### src/rtl/alu_serial_port.sv
// ============================================================================
// Module   : alu_serial_port
// Brief    : Word-side adapter for the bit-serial ALU. Streams parallel
//            operands LSB-first, NSHIFT bits per beat, and collects the
//            result beats into a right-aligned word.
// Config   : ALU_SERIAL_PORT_SKID_EN decouples the result register from the
//            FSM so a new operand can be accepted while a result is held.
// Revision : 1.0 - initial release
// ============================================================================
`default_nettype none

module alu_serial_port #(
    parameter int REG_BITS = 8,
    parameter int NSHIFT   = 2
) (
    input  logic                  clk,
    input  logic                  reset,
    input  logic                  in_valid,
    output logic                  in_ready,
    input  logic                  in_pair,
    input  logic [2*REG_BITS-1:0] in_data1,
    input  logic [2*REG_BITS-1:0] in_data2,
    output logic                  serial_valid,
    input  logic                  alu_active,
    input  logic                  alu_op_done,
    output logic [NSHIFT-1:0]     data_in1,
    output logic [NSHIFT-1:0]     data_in2,
    input  logic [NSHIFT-1:0]     data_out,
    output logic                  res_valid,
    input  logic                  res_ready,
    output logic [2*REG_BITS-1:0] res_data,
    output logic                  err
);

    localparam int W      = 2 * REG_BITS;
    localparam int NBEATS = W / NSHIFT;
    localparam int CW     = $clog2(NBEATS) + 1;

    localparam logic [CW-1:0] LIMIT_PAIR   = CW'(NBEATS);
    localparam logic [CW-1:0] LIMIT_SINGLE = CW'(NBEATS / 2);

    typedef enum logic [1:0] {
        IDLE  = 2'd0,
        SHIFT = 2'd1,
        HOLD  = 2'd2
    } state_t;

`ifdef ALU_SERIAL_PORT_SKID_EN
    localparam state_t DONE_STATE = IDLE;
`else
    localparam state_t DONE_STATE = HOLD;
`endif

    state_t              state;
    logic [W-1:0]        sh1;
    logic [W-1:0]        sh2;
    // The oldest collected beat is never needed once the next beat arrives,
    // so the collector keeps only the upper W-NSHIFT bits.
    logic [W-1:NSHIFT]   col;
    logic                pair;
    logic [CW-1:0]       count;

    logic                beat;
    logic                done;
    logic [CW-1:0]       count_next;
    logic [CW-1:0]       limit;
    logic [W-1:0]        col_next;
    logic [31:0]         shamt;
    logic [W-1:0]        result;

    assign in_ready = (state == IDLE);

`ifdef ALU_SERIAL_PORT_SKID_EN
    assign serial_valid = (state == SHIFT) && !(res_valid && !res_ready);
`else
    assign serial_valid = (state == SHIFT);
`endif

    assign data_in1   = sh1[NSHIFT-1:0];
    assign data_in2   = sh2[NSHIFT-1:0];

    assign beat       = alu_active && serial_valid;
    assign count_next = count + CW'(1);
    assign limit      = pair ? LIMIT_PAIR : LIMIT_SINGLE;
    assign col_next   = {data_out, col[W-1:NSHIFT]};
    assign done       = beat && (alu_op_done || (count_next == limit));
    // Short ops land in the top of the collector; shift them down to bit 0.
    assign shamt      = 32'(NSHIFT) * (32'(NBEATS) - 32'(count_next));
    assign result     = col_next >> shamt;

    always_ff @(posedge clk) begin
        if (reset) begin
            state     <= IDLE;
            sh1       <= '0;
            sh2       <= '0;
            col       <= '0;
            pair      <= 1'b0;
            count     <= '0;
            res_valid <= 1'b0;
            res_data  <= '0;
            err       <= 1'b0;
        end else begin
            if (alu_active && !serial_valid) begin
                err <= 1'b1;
            end
`ifdef ALU_SERIAL_PORT_SKID_EN
            if (res_valid && res_ready) begin
                res_valid <= 1'b0;
            end
`endif
            case (state)
                IDLE: begin
                    if (in_valid) begin
                        sh1   <= in_data1;
                        sh2   <= in_data2;
                        pair  <= in_pair;
                        col   <= '0;
                        count <= '0;
                        state <= SHIFT;
                    end
                end
                SHIFT: begin
                    if (beat) begin
                        sh1   <= sh1 >> NSHIFT;
                        sh2   <= sh2 >> NSHIFT;
                        col   <= col_next[W-1:NSHIFT];
                        count <= count_next;
                        if (done) begin
                            sh1       <= '0;
                            sh2       <= '0;
                            res_data  <= result;
                            res_valid <= 1'b1;
                            state     <= DONE_STATE;
                        end
                    end
                end
                HOLD: begin
                    if (res_ready) begin
                        res_valid <= 1'b0;
                        state     <= IDLE;
                    end
                end
                default: begin
                    state <= IDLE;
                end
            endcase
        end
    end

endmodule

`default_nettype wire
### config.mk
export PLATFORM = sky130hd
export DESIGN_NAME = alu_serial_port
export DESIGN_NICKNAME = d
export VERILOG_FILES = /design/src/rtl/alu_serial_port.sv
export SDC_FILE = /design/constraint.sdc
export NUM_CORES = 1
export LEC_CHECK = 0
export CAP_MARGIN = 20
export CORE_ASPECT_RATIO = 2
export CORE_MARGIN = 1.5
export CORE_UTILIZATION = 34
export DETAILED_ROUTE_END_ITERATION = 8
export HOLD_SLACK_MARGIN = 0.12
export PLACE_DENSITY = 0.52
export SETUP_SLACK_MARGIN = 0.4
export SLEW_MARGIN = 20
export SYNTH_ARGS = -nofsm -noshare
export SYNTH_HDL_FRONTEND = slang
export SYNTH_SLANG_ARGS = --single-unit
### constraint.sdc
create_clock -name clk -period 4.1 [get_ports clk]
set_input_delay 0.615 -clock clk [delete_from_list [all_inputs] [get_ports clk]]
set_output_delay 0.615 -clock clk [all_outputs]
set_load 0.03 [all_outputs]
==> impl_metrics.py, run 1 <==
metrics = {
    "run_status": {
        "outcome": "finished, final reports clean",
    },
    "sta": {
        "timing.final.crit_share_pct": 70.8,
        "hold_viol": 0,
        "setup_tns_ns": 0,
        "clock_skew_ns": 0.00382,
        "post-route-worst-setup-slack_ns": 1.20,
        "maxSlewHeadroom_pct": 37.8,
        "setup_viol_count_final": 0,
        "period_needed_ns": 2.90,
        "max_freq_ghz": 0.345,
        "slew_violations": 0,
        "rsz0062_at_grt": "no",
        "tightest_slew_ns": 0.933,
    },
    "routing": {
        "via_per_inst": 5.38,
        "drc_errors": 0,
        "vias": 3310,
        "first_iter_violations": 145,
        "routed_wl_um": 10400,
        "detailedRoute.firstPassIterationCount": 4,
        "post_drt_wl_per_cell_um": 17.0,
        "antenna_left": 0,
    },
    "critical_path": {
        "cpPeakStageDelay_ns": 0.74,
        "slowest_stage": "clkdlybuf4s50_1",
        "worst_r2r_path_depth": 6,
        "worstSetupEndpoint": "serial_valid",
        "startpoint_type": "register",
        "cp.arrival_ns": 2.29,
        "cp-startpoint": "state[1]",
        "cp_common_cell": "buf_4",
        "crit_chain": "nand2b_1 > buf_4 > inv_1 > buf_4 > clkdlybuf4s50_1",
        "cp_max_fo": 31,
        "reg2reg_slack_ns": 1.29,
        "path_depth": 5,
        "worst-setup-path-type": "reg2out",
        "critPathRequiredTime_ns": 3.48,
        "crit-reg2reg-launch": "count[1]",
        "rr_endpoint": "res_data[4]",
        "crit_buf_inv": 4,
        "end_kind": "output pin",
        "path_delay_family": "buffers and inverters",
    },
    "power_and_ir_drop": {
        "cellLeakagePower_nw": 1.50,
        "pwr-share-clk_pct": 41.3,
        "finalPower_mw": 1.76,
        "power_density_nw_per_um2": 377,
        "internal-power_mw": 1.29,
        "p_sw_mw": 0.471,
        "seqPwrFrac_pct": 42.8,
        "swShare_pct": 26.8,
        "combPwrFrac_pct": 15.9,
        "ir_drop_mv": 0.209,
    },
    "logic_synthesis": {
        "synth_cell_types": 54,
        "ys_seq_elements": 71,
        "syn_nets": 472,
        "syn_inst": 430,
        "synth_top_cell_area_share_pct": 37.6,
        "synth-edff-count": 0,
        "synth_warnings": 0,
        "ys_seq_area_share_pct": 37.6,
        "yosysMostFrequentCell": "dfxtp_1",
        "syn_avg_cell_area_um2": 8.79,
        "synth_flop_cell": "dfxtp_1",
        "synth_top_area_cell": "dfxtp_1",
        "async_reset_ff_share_pct": 0,
        "netlist_top_cells_area": "dfxtp_1, a21oi_1, nor2_1",
        "synth_common_cells": "dfxtp_1, a21oi_1, nor2_1, nand2_1, nand3_1",
        "synthesis.area_um2": 3780,
    },
    "layout": {
        "instances_no_fill": 615,
        "drive_above_1_share_pct": 14.7,
        "nets": 512,
        "areaGrowthSynthToFinish_pct": 23.5,
        "diodes": 0,
    },
    "placed_design": {
        "place.gp.congestion": 0.947,
        "dp_hpwl_um": 7330,
        "numPortBuffers": 64,
        "dp_slack_ns": 1.32,
        "placed_cells": 599,
    },
    "clock_network": {
        "clk_path_buf_depth": 2,
        "clk_pin_slew_ns": 0.05,
        "ctsHoldBuffers": 0,
        "h-tree-depth": 3,
        "cts.sinks": 71,
        "cts-resized-gates": 0,
        "cts_tree": "done",
        "clk_latency_ns": 0.33,
        "cts_root_buffer": "clkbuf_16",
        "numCtsBuffers": 9,
        "post_cts_buffers": 0,
    },
    "global_route": {
        "grt_pass1_vias": 3291,
        "track_usage_pct": 18.2,
        "grt_antenna_before_repair": 0,
        "grt_start_max_net_pins": 42,
        "grt_first_pass_wirelength_um": 16900,
        "grt.overflow.total": 0,
    },
    "die": {
        "start_util_pct": 34.8,
        "ioPinCount": 65,
        "die_area_um2": 11800,
        "core_um2": 10900,
        "die_y_um": 152,
        "fp-row-count": 54,
        "die_x_um": 77.6,
    },
    "hold_path": {
        "min_path_type": "reg2reg",
    },
    "job": {
        "maxCapViolCount": 0,
    },
}
[kinds of logic (layout without fill, tap and decap cells)]
logic type	count (synthesis)	after routing	share of synthesized area (%)
AO/OA/AOI/OAI	127	127	25.2
XOR/XNOR	2	2	0.463
adder cells (fa/ha/maj)	1	1	0.331
buffers and inverters	54	99	8.31
flip-flops	71	71	37.6
multiplexers	17	17	6.59
AND/OR/NAND/NOR	158	158	21.5
[per-layer routing]
| metal | vias up | GRT usage (%) | wire length (um) |
|---|---|---|---|
| met2 | 67 | 32.2 | 5640 |
| met4 | 0 | 11.0 | 451 |
| met1 | 1590 | 19.7 | 4030 |
| met5 | - | 0 | 0 |
| met3 | 21 | 3.29 | 309 |
| li1 | 1632 | - | - |
[worst register-to-register path, cell delays in order (launching register included)]
cell and delay [ns]:
dfxtp_1 0.42, ha_1 0.96, mux2i_1 0.16, mux2_2 0.31, o32ai_1 0.39, a22oi_1 0.18
o32ai_1 0.28
[registers in the layout (all words and copies together) (netlist names)]
| register | count |
|---|---|
| state | 2 |
| col | 14 |
| sh2 | 16 |
| sh1 | 16 |
| res_valid | 1 |
| err | 1 |
| count | 4 |
| pair | 1 |
| res_data | 16 |
[layout make-up]
| class | instances | area (um^2) |
|---|---|---|
| Clock buffer | 13 | 260 |
| Clock inverter | 3 | 17.5 |
| Fill cell | 1110 | 6210 |
| Inverter | 10 | 37.5 |
| Multi-Input combinational cell | 305 | 2050 |
| Sequential cell | 71 | 1420 |
| Tap cell | 140 | 175 |
| Timing Repair Buffer | 73 | 703 |
[metrics by stage]
stage / util, % / hold WS, ns / instance area [um^2]
global placement: 40.4 / 0.445 / 4390
CTS: 42.9 / 0.456 / 4670
floorplan: - / 0.448 / 3780
detailed placement: 40.4 / 0.450 / 4390
global route: 42.9 / 0.477 / 4670
finish: 42.9 / 0.453 / 4670
[power groups by stage]
stage          Sequential (mW)  Combinational [mW]  Clock [mW]
2_1_floorplan            0.765               0.192           0
3_3_place_gp             0.767               0.277           0
3_5_place_dp             0.768               0.280           0
4_1_cts                  0.753               0.282       0.749
5_1_grt                  0.757               0.305       0.772
6_report                 0.753               0.279       0.726
[layout by cell type, fill, tap and decap left out, types with 2 or more instances in the layout]
cell | Yosys | routed
o21ai_0 | 2 | 2
dfxtp_1 | 71 | 71
mux2_2 | 3 | 3
a211oi_2 | 9 | 9
inv_1 | 10 | 10
o32ai_1 | 6 | 6
nor2_1 | 48 | 47
o211a_4 | 2 | 2
o221ai_1 | 2 | 2
buf_4 | 7 | 9
mux4_2 | 6 | 6
clkbuf_16 | 0 | 9
clkbuf_1 | 16 | 2
nor2b_1 | 4 | 4
a211oi_1 | 19 | 19
a21oi_1 | 54 | 54
o21a_1 | 2 | 2
nand2_1 | 36 | 36
clkdlybuf4s50_1 | 0 | 63
o32ai_2 | 6 | 6
mux2i_1 | 8 | 8
nand3b_1 | 2 | 2
nand3_2 | 10 | 10
clkbuf_8 | 0 | 2
nand2b_1 | 13 | 13
clkinv_2 | 0 | 2
o211ai_1 | 3 | 3
nand3_1 | 28 | 28
nor3_1 | 4 | 4
a22oi_1 | 13 | 13
[how the worst min path moves through the flow]
stage | start | endpoint | slack, ns | cells past startpoint
floorplan | sh2[14] | sh2[12] | 0.45 | 2
global route | res_data[6] | res_data[6] | 0.48 | 2
finish | res_data[15] | res_data[15] | 0.45 | 2
global placement | res_data[14] | res_data[14] | 0.44 | 2
CTS | res_data[15] | res_data[15] | 0.46 | 2
detailed placement | res_data[7] | res_data[7] | 0.45 | 2
No activity file was read; power rests on OpenSTA's default activity.
==> run 2: changes to the inputs <==
==> constraint.sdc (replaced) <==
create_clock -name clk -period 2.85 [get_ports clk]
set_input_delay 0.4275 -clock clk [delete_from_list [all_inputs] [get_ports clk]]
set_output_delay 0.4275 -clock clk [all_outputs]
set_load 0.03 [all_outputs]
==> impl_metrics.py, run 2 (synthesis results as in run 1) <==
metrics = {
    "run_status": {
        "outcome": "finished, final reports clean",
    },
    "critical_path": {
        "slowest_stage": "ha_2",
        "path_delay_family": "adder cells",
        "rr_endpoint": "res_data[2]",
        "end_kind": "register",
        "path_depth": 5,
        "reg2reg_slack_ns": 0.63,
        "worst-setup-path-type": "reg2reg",
        "startpoint_type": "register",
        "cpPeakStageDelay_ns": 0.65,
        "critPathRequiredTime_ns": 3.12,
        "crit_chain": "ha_2 > mux4_2 > nor4bb_1 > o211ai_1 > a21oi_1",
        "worstSetupEndpoint": "res_data[2]",
        "cp.arrival_ns": 2.49,
        "crit-reg2reg-launch": "count[1]",
        "worst_r2r_path_depth": 5,
        "cp-startpoint": "count[1]",
        "crit_buf_inv": 0,
        "cp_max_fo": 23,
    },
    "routing": {
        "via_per_inst": 5.34,
        "post_drt_wl_per_cell_um": 17.0,
        "routed_wl_um": 10500,
        "detailedRoute.firstPassIterationCount": 5,
        "first_iter_violations": 126,
        "antenna_left": 0,
        "drc_errors": 0,
        "vias": 3318,
    },
    "placed_design": {
        "placed_cells": 605,
        "numPortBuffers": 64,
        "place.gp.congestion": 0.827,
        "dp_hpwl_um": 7520,
        "placed_area_um2": 4430,
    },
    "global_route": {
        "grt_first_pass_wirelength_um": 16900,
        "grt_start_max_net_pins": 42,
        "grt_pass1_vias": 3286,
        "grt.overflow.total": 0,
        "track_usage_pct": 18.5,
        "grt_antenna_before_repair": 0,
    },
    "sta": {
        "setup_viol_count_final": 0,
        "period_needed_ns": 2.22,
        "max_freq_ghz": 0.450,
        "hold_viol": 0,
        "rsz0062_at_grt": "no",
        "setup_tns_ns": 0,
        "holdWs_ns": 0.458,
        "maxSlewHeadroom_pct": 48.9,
        "tightest_slew_ns": 0.766,
        "clock_skew_ns": 0.00746,
        "timing.final.crit_share_pct": 78.0,
        "slew_violations": 0,
    },
    "layout": {
        "final_cell_area_um2": 4750,
        "fill_cells": 1102,
        "drive_above_1_share_pct": 16.4,
        "diodes": 0,
        "areaGrowthSynthToFinish_pct": 25.6,
        "mostFrequentLayoutCells": "dfxtp_1, clkdlybuf4s50_1, a21oi_1, nor2_1, nand2_1",
        "layout_commonest_cell": "dfxtp_1",
        "reg_top3": "res_data x16, sh1 x16, sh2 x16",
        "nets": 518,
        "instances_no_fill": 621,
    },
    "die": {
        "die_x_um": 77.6,
        "start_util_pct": 34.8,
        "die_y_um": 152,
        "ioPinCount": 65,
        "die_area_um2": 11800,
        "fp-row-count": 54,
        "core_um2": 10900,
    },
    "clock_network": {
        "cts_tree": "done",
        "numCtsBuffers": 9,
        "clk_latency_ns": 0.34,
        "cts.sinks": 71,
        "ctsHoldBuffers": 0,
        "clk_path_buf_depth": 2,
        "h-tree-depth": 3,
        "cts_root_buffer": "clkbuf_16",
        "clk_pin_slew_ns": 0.06,
    },
    "hold_path": {
        "min_path_type": "reg2reg",
    },
    "power_and_ir_drop": {
        "ir_drop_mv": 0.408,
        "cellLeakagePower_nw": 1.54,
        "power_density_nw_per_um2": 565,
    },
    "job": {
        "maxCapViolCount": 0,
    },
}
-- run 2: how the worst min path moves through the flow --
stage | end | slack [ns] | from | cells past startpoint
5_1_grt | sh1[10] | 0.48 | sh1[12] | 2
3_3_place_gp | res_data[7] | 0.45 | res_data[7] | 2
6_report | res_data[2] | 0.46 | res_data[2] | 2
2_1_floorplan | sh2[12] | 0.45 | sh2[14] | 2
3_5_place_dp | res_data[2] | 0.45 | res_data[2] | 2
4_1_cts | res_data[2] | 0.46 | res_data[2] | 2
-- run 2: through the flow --
step / utilization (%) / setup WS (ns) / power [mW]
2_1_floorplan: - / 0.928 / 1.38
5_1_grt: 43.7 / 0.442 / 2.79
3_3_place_gp: 40.8 / 0.405 / 1.51
6_report: 43.7 / 0.626 / 2.68
3_5_place_dp: 40.8 / 0.403 / 1.51
4_1_cts: 43.7 / 0.642 / 2.72
-- run 2: worst register-to-register path: stages (launching register included) --
cell and delay [ns]:
dfxtp_1 0.31, ha_2 0.65, mux4_2 0.31, nor4bb_1 0.54, o211ai_1 0.20, a21oi_1 0.15
-- run 2: what timing repair did --
action | 4_1_cts | 5_1_grt
hold endpoints to repair | 0 | 0
setup buffers | 0 | 0
gates resized for setup | 1 | 0
endpoints found under the setup margin | 2 | 0
-- run 2: layer usage --
layer | vias up | track usage (%) | routed length [um]
li1 | 1644 | - | -
met4 | 0 | 11.5 | 361
met1 | 1580 | 18.6 | 3940
met3 | 19 | 2.99 | 339
met2 | 75 | 34.5 | 5890
met5 | - | 0 | 0
-- run 2: cell type report --
cell class | instances | area, um^2 | area share, %
clock inverters | 6 | 85.1 | 1.79
repair buffers | 79 | 746 | 15.7
flip-flops and latches | 71 | 1420 | 29.9
multi-input cells | 305 | 2060 | 43.3
clock buffers | 10 | 229 | 4.82
inverters | 10 | 37.5 | 0.790
well taps | 140 | 175 | 3.69
-- run 2: where the power goes --
group | internal [mW] | leakage [nW] | total (mW) | switching [mW]
Combinational | 0.171 | 0.811 | 0.405 | 0.234
Clock | 0.763 | 0.148 | 1.20 | 0.434
Sequential | 1.05 | 0.580 | 1.08 | 0.0338
